--- config.mk ---
export PLATFORM = sky130hd
export DESIGN_NAME = cart_load_ctrl_flat
export DESIGN_NICKNAME = d
export VERILOG_FILES = /design/src/rtl/cart_load_pkg.sv /design/src/rtl/cart_load_ctrl_if.sv /design/src/rtl/cart_hold_timer.sv /design/src/rtl/cart_load_ctrl.sv /design/src/flat_wrapper.sv
export SDC_FILE = /design/constraint.sdc
export NUM_CORES = 1
export LEC_CHECK = 0
export ABC_AREA = 1
export CAP_MARGIN = 20
export CORE_AREA = 2 2 98 100
export DETAILED_ROUTE_END_ITERATION = 7
export DIE_AREA = 0 0 100 102
export PLACE_DENSITY = 0.75
export RECOVER_POWER = 50
export REMOVE_ABC_BUFFERS = 1
export SYNTH_ARGS = -nofsm -noshare
export SYNTH_HDL_FRONTEND = slang
export SYNTH_SLANG_ARGS = --single-unit
--- constraint.sdc ---
create_clock -name clk_sys -period 1.41 [get_ports clk_sys]
set_input_delay 0.3525 -clock clk_sys [delete_from_list [all_inputs] [get_ports clk_sys]]
set_output_delay 0.3525 -clock clk_sys [all_outputs]
set_load 0.01 [all_outputs]
--- src/rtl/cart_load_pkg.sv ---
// cart_load_pkg: shared types and constants for the cartridge download controller.
//   cart_state_e : controller state encoding (RUN, CLEAR, LOAD, HOLD)
//   ADDR_W_DEF, HOLD_CYCLES_DEF : default parameter values
//   mask_step()  : grows a 2^n-1 address mask by one bit
package cart_load_pkg;

  localparam int ADDR_W_DEF      = 15;
  localparam int HOLD_CYCLES_DEF = 12000000;

  typedef enum logic [1:0] {
    RUN   = 2'd0,
    CLEAR = 2'd1,
    LOAD  = 2'd2,
    HOLD  = 2'd3
  } cart_state_e;

  // Caller truncates to its address width; an all-ones mask stays all ones,
  // which gives saturation for free.
  function automatic logic [31:0] mask_step(input logic [31:0] mask);
    return {mask[30:0], 1'b1};
  endfunction

endpackage

--- src/rtl/cart_load_ctrl_if.sv ---
// cart_load_ctrl_if: HPS download stream into the cartridge controller.
//   dl_active : download in progress (level)
//   dl_wr     : one-cycle byte strobe
//   dl_addr   : byte address, DL_ADDR_W bits
//   dl_data   : byte value
//   dl_wait   : stall back to the HPS
// master = HPS side, slave = controller side.
interface cart_load_ctrl_if #(
  parameter int DL_ADDR_W = 25
);
  logic                 dl_active;
  logic                 dl_wr;
  logic [DL_ADDR_W-1:0] dl_addr;
  logic [7:0]           dl_data;
  logic                 dl_wait;

  modport master (
    output dl_active, dl_wr, dl_addr, dl_data,
    input  dl_wait
  );

  modport slave (
    input  dl_active, dl_wr, dl_addr, dl_data,
    output dl_wait
  );
endinterface

--- src/rtl/cart_hold_timer.sv ---
// cart_hold_timer: core-reset hold-off counter.
//   clk_sys, reset : clock, synchronous active-high reset
//   clr            : restart count from 0 (wins over en)
//   en             : advance count by one
//   done           : count has reached HOLD_CYCLES-1
module cart_hold_timer #(
  parameter int HOLD_CYCLES = 12000000
) (
  input  logic clk_sys,
  input  logic reset,
  input  logic clr,
  input  logic en,
  output logic done
);

  localparam int CNT_W = (HOLD_CYCLES > 1) ? $clog2(HOLD_CYCLES) : 1;

  logic [CNT_W-1:0] cnt_q, cnt_d;

  always_comb begin
    cnt_d = cnt_q;
    if (clr) begin
      cnt_d = '0;
    end else if (en) begin
      cnt_d = cnt_q + 1'b1;
    end
  end

  always_ff @(posedge clk_sys) begin
    if (reset) begin
      cnt_q <= '0;
    end else begin
      cnt_q <= cnt_d;
    end
  end

  assign done = (cnt_q == CNT_W'(HOLD_CYCLES - 1));

endmodule

--- src/rtl/cart_load_ctrl.sv ---
// cart_load_ctrl: sequences ROM downloads into cartridge RAM and gates the
// vectrex core reset. Outside downloads the RAM read port belongs to the CPU.
//   clk_sys, reset   : clock, synchronous active-high reset
//   rst_req          : external reset request (level)
//   dl               : download stream (cart_load_ctrl_if.slave)
//   cpu_addr/cpu_dout: CPU cart read port, 1-cycle read latency
//   ram_*            : cart RAM port (synchronous 1-cycle read)
//   cart_mask        : 2^n-1 mask covering the highest written address
//   core_reset       : core reset, low only in RUN
//   overflow         : sticky, a byte addressed beyond the RAM was dropped
// Build option: define CART_CLEAR_EN to zero the whole RAM before each load.
//
// state | meaning
// RUN   | core running, CPU owns the RAM read port
// CLEAR | zeroing RAM one byte per cycle, HPS stalled
// LOAD  | accepting download bytes
// HOLD  | core held in reset until the hold timer expires
module cart_load_ctrl
  import cart_load_pkg::*;
#(
  parameter int ADDR_W      = ADDR_W_DEF,
  parameter int HOLD_CYCLES = HOLD_CYCLES_DEF,
  parameter int DL_ADDR_W   = 25
) (
  input  logic              clk_sys,
  input  logic              reset,
  input  logic              rst_req,
  cart_load_ctrl_if.slave   dl,
  input  logic [ADDR_W-1:0] cpu_addr,
  output logic [7:0]        cpu_dout,
  output logic [ADDR_W-1:0] ram_addr,
  output logic [7:0]        ram_din,
  output logic              ram_we,
  input  logic [7:0]        ram_dout,
  output logic [ADDR_W-1:0] cart_mask,
  output logic              core_reset,
  output logic              overflow
);

  cart_state_e       state_q, state_d;
  logic              dl_active_q;
  logic [ADDR_W-1:0] cart_mask_q, cart_mask_d;
  logic              overflow_q, overflow_d;
  logic              wr_we_q, wr_we_d;
  logic [ADDR_W-1:0] wr_addr_q, wr_addr_d;
  logic [7:0]        wr_din_q, wr_din_d;
  logic              rd_valid_q, rd_valid_d;
  logic [7:0]        cpu_dout_q, cpu_dout_d;
`ifdef CART_CLEAR_EN
  logic [ADDR_W-1:0] clr_addr_q, clr_addr_d;
`endif

  logic hold_clr, hold_en, hold_done;
  logic dl_start, dl_in_range;

  assign dl_start    = dl.dl_active & ~dl_active_q;
  assign dl_in_range = (dl.dl_addr[DL_ADDR_W-1:ADDR_W] == '0);

  cart_hold_timer #(
    .HOLD_CYCLES (HOLD_CYCLES)
  ) u_hold_timer (
    .clk_sys (clk_sys),
    .reset   (reset),
    .clr     (hold_clr),
    .en      (hold_en),
    .done    (hold_done)
  );

  always_comb begin
    state_d     = state_q;
    cart_mask_d = cart_mask_q;
    overflow_d  = overflow_q;
    wr_we_d     = 1'b0;
    wr_addr_d   = wr_addr_q;
    wr_din_d    = wr_din_q;
    hold_clr    = 1'b0;
    hold_en     = 1'b0;
`ifdef CART_CLEAR_EN
    clr_addr_d  = clr_addr_q;
`endif

    case (state_q)
      CLEAR: begin
`ifdef CART_CLEAR_EN
        clr_addr_d = clr_addr_q + 1'b1;
        if (!dl.dl_active) begin
          state_d  = HOLD;
          hold_clr = 1'b1;
        end else if (clr_addr_q == '1) begin
          state_d = LOAD;
        end
`else
        state_d  = HOLD;
        hold_clr = 1'b1;
`endif
      end
      LOAD: begin
        // A strobe coinciding with dl_active falling is still taken.
        if (dl.dl_wr) begin
          if (dl_in_range) begin
            wr_we_d   = 1'b1;
            wr_addr_d = dl.dl_addr[ADDR_W-1:0];
            wr_din_d  = dl.dl_data;
            if ((dl.dl_addr[ADDR_W-1:0] & ~cart_mask_q) != '0) begin
              cart_mask_d = ADDR_W'(mask_step(32'(cart_mask_q)));
            end
          end else begin
            overflow_d = 1'b1;
          end
        end
        if (!dl.dl_active) begin
          state_d  = HOLD;
          hold_clr = 1'b1;
        end
      end
      HOLD: begin
        if (rst_req) begin
          hold_clr = 1'b1;
        end else if (hold_done) begin
          state_d = RUN;
        end else begin
          hold_en = 1'b1;
        end
      end
      default: begin
        if (rst_req) begin
          state_d  = HOLD;
          hold_clr = 1'b1;
        end
      end
    endcase

    // A new download overrides whatever the state logic decided.
    if (dl_start) begin
      cart_mask_d = '0;
      overflow_d  = 1'b0;
`ifdef CART_CLEAR_EN
      state_d     = CLEAR;
      clr_addr_d  = '0;
`else
      state_d     = LOAD;
`endif
    end
  end

  // CPU read data is taken from the RAM only for addresses presented in RUN;
  // otherwise the last value is held.
  assign rd_valid_d = (state_q == RUN);
  assign cpu_dout   = rd_valid_q ? ram_dout : cpu_dout_q;
  assign cpu_dout_d = cpu_dout;

  always_comb begin
    ram_addr = wr_addr_q;
    ram_din  = wr_din_q;
    ram_we   = wr_we_q;
    if (state_q == RUN) begin
      ram_addr = cpu_addr;
    end
`ifdef CART_CLEAR_EN
    if (state_q == CLEAR) begin
      ram_addr = clr_addr_q;
      ram_din  = 8'h00;
      ram_we   = 1'b1;
    end
`endif
  end

`ifdef CART_CLEAR_EN
  assign dl.dl_wait = (state_q == CLEAR);
`else
  assign dl.dl_wait = 1'b0;
`endif

  assign cart_mask  = cart_mask_q;
  assign overflow   = overflow_q;
  assign core_reset = (state_q != RUN);

  always_ff @(posedge clk_sys) begin
    if (reset) begin
      state_q     <= HOLD;
      dl_active_q <= 1'b0;
      cart_mask_q <= '0;
      overflow_q  <= 1'b0;
      wr_we_q     <= 1'b0;
      wr_addr_q   <= '0;
      wr_din_q    <= '0;
      rd_valid_q  <= 1'b0;
      cpu_dout_q  <= '0;
`ifdef CART_CLEAR_EN
      clr_addr_q  <= '0;
`endif
    end else begin
      state_q     <= state_d;
      dl_active_q <= dl.dl_active;
      cart_mask_q <= cart_mask_d;
      overflow_q  <= overflow_d;
      wr_we_q     <= wr_we_d;
      wr_addr_q   <= wr_addr_d;
      wr_din_q    <= wr_din_d;
      rd_valid_q  <= rd_valid_d;
      cpu_dout_q  <= cpu_dout_d;
`ifdef CART_CLEAR_EN
      clr_addr_q  <= clr_addr_d;
`endif
    end
  end

endmodule
--- src/flat_wrapper.sv ---
// flat-port wrapper written by rule: the top's interface ports become plain ports
module cart_load_ctrl_flat import cart_load_pkg::*;
#(
  parameter int ADDR_W      = ADDR_W_DEF,
  parameter int HOLD_CYCLES = HOLD_CYCLES_DEF,
  parameter int DL_ADDR_W   = 25
)
  (clk_sys, reset, rst_req, cpu_addr, cpu_dout, ram_addr, ram_din, ram_we, ram_dout, cart_mask, core_reset, overflow, dl_dl_active, dl_dl_wr, dl_dl_addr, dl_dl_data, dl_dl_wait);
  cart_load_ctrl_if #(.DL_ADDR_W(DL_ADDR_W)) dl_i ();
  input  logic clk_sys;
  input  logic reset;
  input  logic rst_req;
  input  logic [ADDR_W-1:0] cpu_addr;
  output logic [7:0] cpu_dout;
  output logic [ADDR_W-1:0] ram_addr;
  output logic [7:0] ram_din;
  output logic ram_we;
  input  logic [7:0] ram_dout;
  output logic [ADDR_W-1:0] cart_mask;
  output logic core_reset;
  output logic overflow;
  input wire logic [$bits(dl_i.dl_active)-1:0] dl_dl_active;
  input wire logic [$bits(dl_i.dl_wr)-1:0] dl_dl_wr;
  input wire logic [$bits(dl_i.dl_addr)-1:0] dl_dl_addr;
  input wire logic [$bits(dl_i.dl_data)-1:0] dl_dl_data;
  output wire logic [$bits(dl_i.dl_wait)-1:0] dl_dl_wait;
  assign dl_i.dl_active = dl_dl_active;
  assign dl_i.dl_wr = dl_dl_wr;
  assign dl_i.dl_addr = dl_dl_addr;
  assign dl_i.dl_data = dl_dl_data;
  assign dl_dl_wait = dl_i.dl_wait;
  cart_load_ctrl #(.ADDR_W(ADDR_W), .HOLD_CYCLES(HOLD_CYCLES), .DL_ADDR_W(DL_ADDR_W)) u_core (.clk_sys(clk_sys), .reset(reset), .rst_req(rst_req), .dl(dl_i), .cpu_addr(cpu_addr), .cpu_dout(cpu_dout), .ram_addr(ram_addr), .ram_din(ram_din), .ram_we(ram_we), .ram_dout(ram_dout), .cart_mask(cart_mask), .core_reset(core_reset), .overflow(overflow));
endmodule
==> metrics.yaml <==
global_routing:
  antenna_found_initial: 0
  met2_usage: 0.469
  gr-max-usage-layer: "met2"
  grt_first_pass_wirelength_um: 21300
  grt_pass1_vias: 4491
  global_route.usage.met3: 0.0465
  grtUsageMet1: 0.308
  grtUsageTotal: 0.263
  overflow: 0
  grt_max_degree: 25
finish:
  n_antenna_cell: 0
  syn_to_final_growth_pct: 78.8
  n_fill_cell: 590
  fin_cells: 926
  seq_area_sq_mm: 0.00154
  design_area_sq_mm: 0.00691
  multi_input_comb_area_sq_mm: 0.00273
  final_layout_size_suffix_gt1_frac: 0.389
  nNetsFinal: 876
placement:
  dp_hpwl_um: 8460
  place_area_sq_mm: 0.00555
  port_buffers: 109
  placedCellCount: 875
  gp_congestion: 0.891
  preCtsSetupSlack_ns: -0.596
logic_synthesis:
  synth_common_cells: "206 x nand2_1, 92 x nor2_1, 76 x dfxtp_1, 61 x inv_1, 52 x a21oi_1"
  ys_seq_area_frac: 0.394
  synth_warnings: 0
  synth.cell_area_sq_mm: 0.00386
  ys.flop_type: "dfxtp_1"
  synth_area_per_cell_sq_um: 6.37
  synth_top_area_frac: 0.394
  synthTopCellsByArea: "dfxtp_1 39%, nand2_1 20%, nor2_1 8.9%"
  synthCells: 606
  synth-seq-cells: 76
  synthArstFlopShare: 0
  yosysTopAreaCell: "dfxtp_1"
  synth.distinct_cells: 28
  yosysMostFrequentCell: "nand2_1"
  synth-edff-count: 0
critical_path:
  crit_fanout: 15
  cp.required_ns: 1.06
  crit_path_end_kind: "output pin"
  critPathLaunchType: "register"
  crit_type: "reg -> out"
  crit_arrival_ns: 1.44
clocking:
  cts_root_buf: "clkbuf_8"
  cts_num_sinks: 76
  clkTransAtPathRegs_ns: 0.09
  holdBufCountCts: 0
  cts_tree: "done"
  clockBufferDepth: 2
  clock_latency_ns: 0.37
  cts_max_level: 3
  numCtsBuffers: 9
sta:
  report.final.setup_viol: 90
  skew_ns: 0.0175
  period_share: 1.27
  maxSlewViolCount: 0
  clock.fmax_ghz: 0.558
  rsz0062_at_grt: "yes"
  timing_hold_violations_final: 0
  setup_ws_ns: -0.383
  fin_crit_ns: 1.79
floorplanning:
  dieWidth_um: 100
  core_area_sq_mm: 0.00911
  die_area_sq_mm: 0.0102
  fp-row-count: 35
  start_util: 0.424
  die_h_um: 102
  io_pins: 111
run_status:
  violations: "design-rule violations, negative setup slack"
  outcome: "complete, but fails checks"
detailed_routing:
  via_per_inst: 5.40
  first_pass_iters: 8
  finalWirelength_um: 16600
  ant_nets: 0
  post_drt_wl_per_cell_um: 17.9
  drc: 8
  vias: 5000
  drtIter0Drc: 361
pwr:
  total_leakage_power_nw: 2.94
  ir_worst_vdd_uv: 450
  powerDensity_mw_per_mm2: 660
flow_run:
  cap_violations: 0
worst_hold_path:
  hold_path.class: "reg -> reg"
[cells in the final DEF (no fill, tap or decap), types with 5 or more instances in the layout]
master and instances:
nor2_1 72, nand2_2 28, nand3_1 15, a21oi_1 17, xor2_1 9, buf_2 17
nand4_1 5, inv_1 53, dfxtp_1 61, o21ai_1 17, nand2_1 155, buf_4 73
nand2_4 24, o21ai_2 11, clkbuf_8 9, nand3_2 8, buf_6 25, xnor2_1 5
a21oi_2 34, nor2_2 14, nor2_4 8, dlygate4sd2_1 23, clkdlybuf4s50_1 54, ha_4 5
dfxtp_2 14, inv_2 5, buf_12 6
[power breakdown]
group	switching, mW	total (mW)	internal (mW)
Sequential	0.00797	2.16	2.15
Clock	0.961	1.79	0.829
Combinational	0.309	0.607	0.298
Total	1.28	4.56	3.28
[cell type report]
cell class | count | area share
Timing Repair Buffer | 215 | 0.295
Clock buffer | 9 | 0.0179
Multi-Input combinational cell | 445 | 0.395
Sequential cell | 76 | 0.223
Inverter | 63 | 0.0381
Clock inverter | 7 | 0.0109
Tap cell | 111 | 0.0201
[critical path, stage by stage (launching register included)]
cell	delay, ns
dfxtp_2	0.34
inv_2	0.08
ha_4	0.21
buf_12	0.16
nand2_1	0.06
o21ai_1	0.07
buf_2	0.15
[flip-flops by register name (all words and copies together) (netlist names)]
name,flops
u_core.u_hold_timer.cnt_q,24
u_core.overflow,1
u_core.ram_we,1
u_core.cpu_dout_q,8
u_core.ram_din,8
u_core.rd_valid_q,1
u_core.wr_addr_q,15
u_core.cart_mask,15
u_core.dl_active_q,1
u_core.state_q,2
[worst paths after layout]
check,start,depth (start not counted),slack [ns],end
min reg2reg,u_core.wr_addr_q[8]$_SDFFE_PP0P_,2,0.47,u_core.wr_addr_q[8]$_SDFFE_PP0P_
max,u_core.state_q[0]$_SDFFE_PP1P_,6,-0.38,ram_addr[2]
min,u_core.wr_addr_q[8]$_SDFFE_PP0P_,2,0.47,u_core.wr_addr_q[8]$_SDFFE_PP0P_
max reg2reg,u_core.state_q[0]$_SDFFE_PP1P_,10,-0.25,u_core.wr_addr_q[13]$_SDFFE_PP0P_
[metal layers]
metal / up-vias / share of wire
met3: 88 / 0.069
met5: - / 0
li1: 2299 / -
met1: 2327 / 0.37
met4: 0 / 0.055
met2: 286 / 0.51
[stage by stage]
stage / total power [mW] / hold slack (ns) / utilization / TNS, ns
floorplan: 2.33 / 0.422 / - / -38.74
global placement: 2.60 / 0.436 / 0.609 / -37.64
detailed placement: 2.61 / 0.443 / 0.609 / -40.08
CTS: 4.39 / 0.462 / 0.696 / -9.07
global route: 4.68 / 0.484 / 0.758 / -23.09
finish: 4.56 / 0.467 / 0.758 / -17.73
[cell families (layout without fill, tap and decap cells)]
| logic type | Yosys count | in the layout | synth area share |
|---|---|---|---|
| and+or+nand+nor | 340 | 340 | 0.355 |
| DFF | 76 | 76 | 0.394 |
| buffers and inverters | 85 | 294 | 0.0907 |
| adders and majority gates | 5 | 5 | 0.0162 |
| AOI/OAI and AO/OA | 85 | 85 | 0.111 |
| xor gates and xnor gates | 14 | 14 | 0.0317 |
| other | 1 | 1 | 0.000971 |
[repair_timing]
| action | 4_1_cts | 5_1_grt |
|---|---|---|
| hold endpoints to repair | 0 | 0 |
| buffers inserted | 20 | 13 |
| gates cloned | 8 | 2 |
| resized for setup | 307 | 135 |
| setup endpoints to repair | 114 | 95 |
| pin swaps | 22 | 35 |
(Power assumes the default switching activity.)
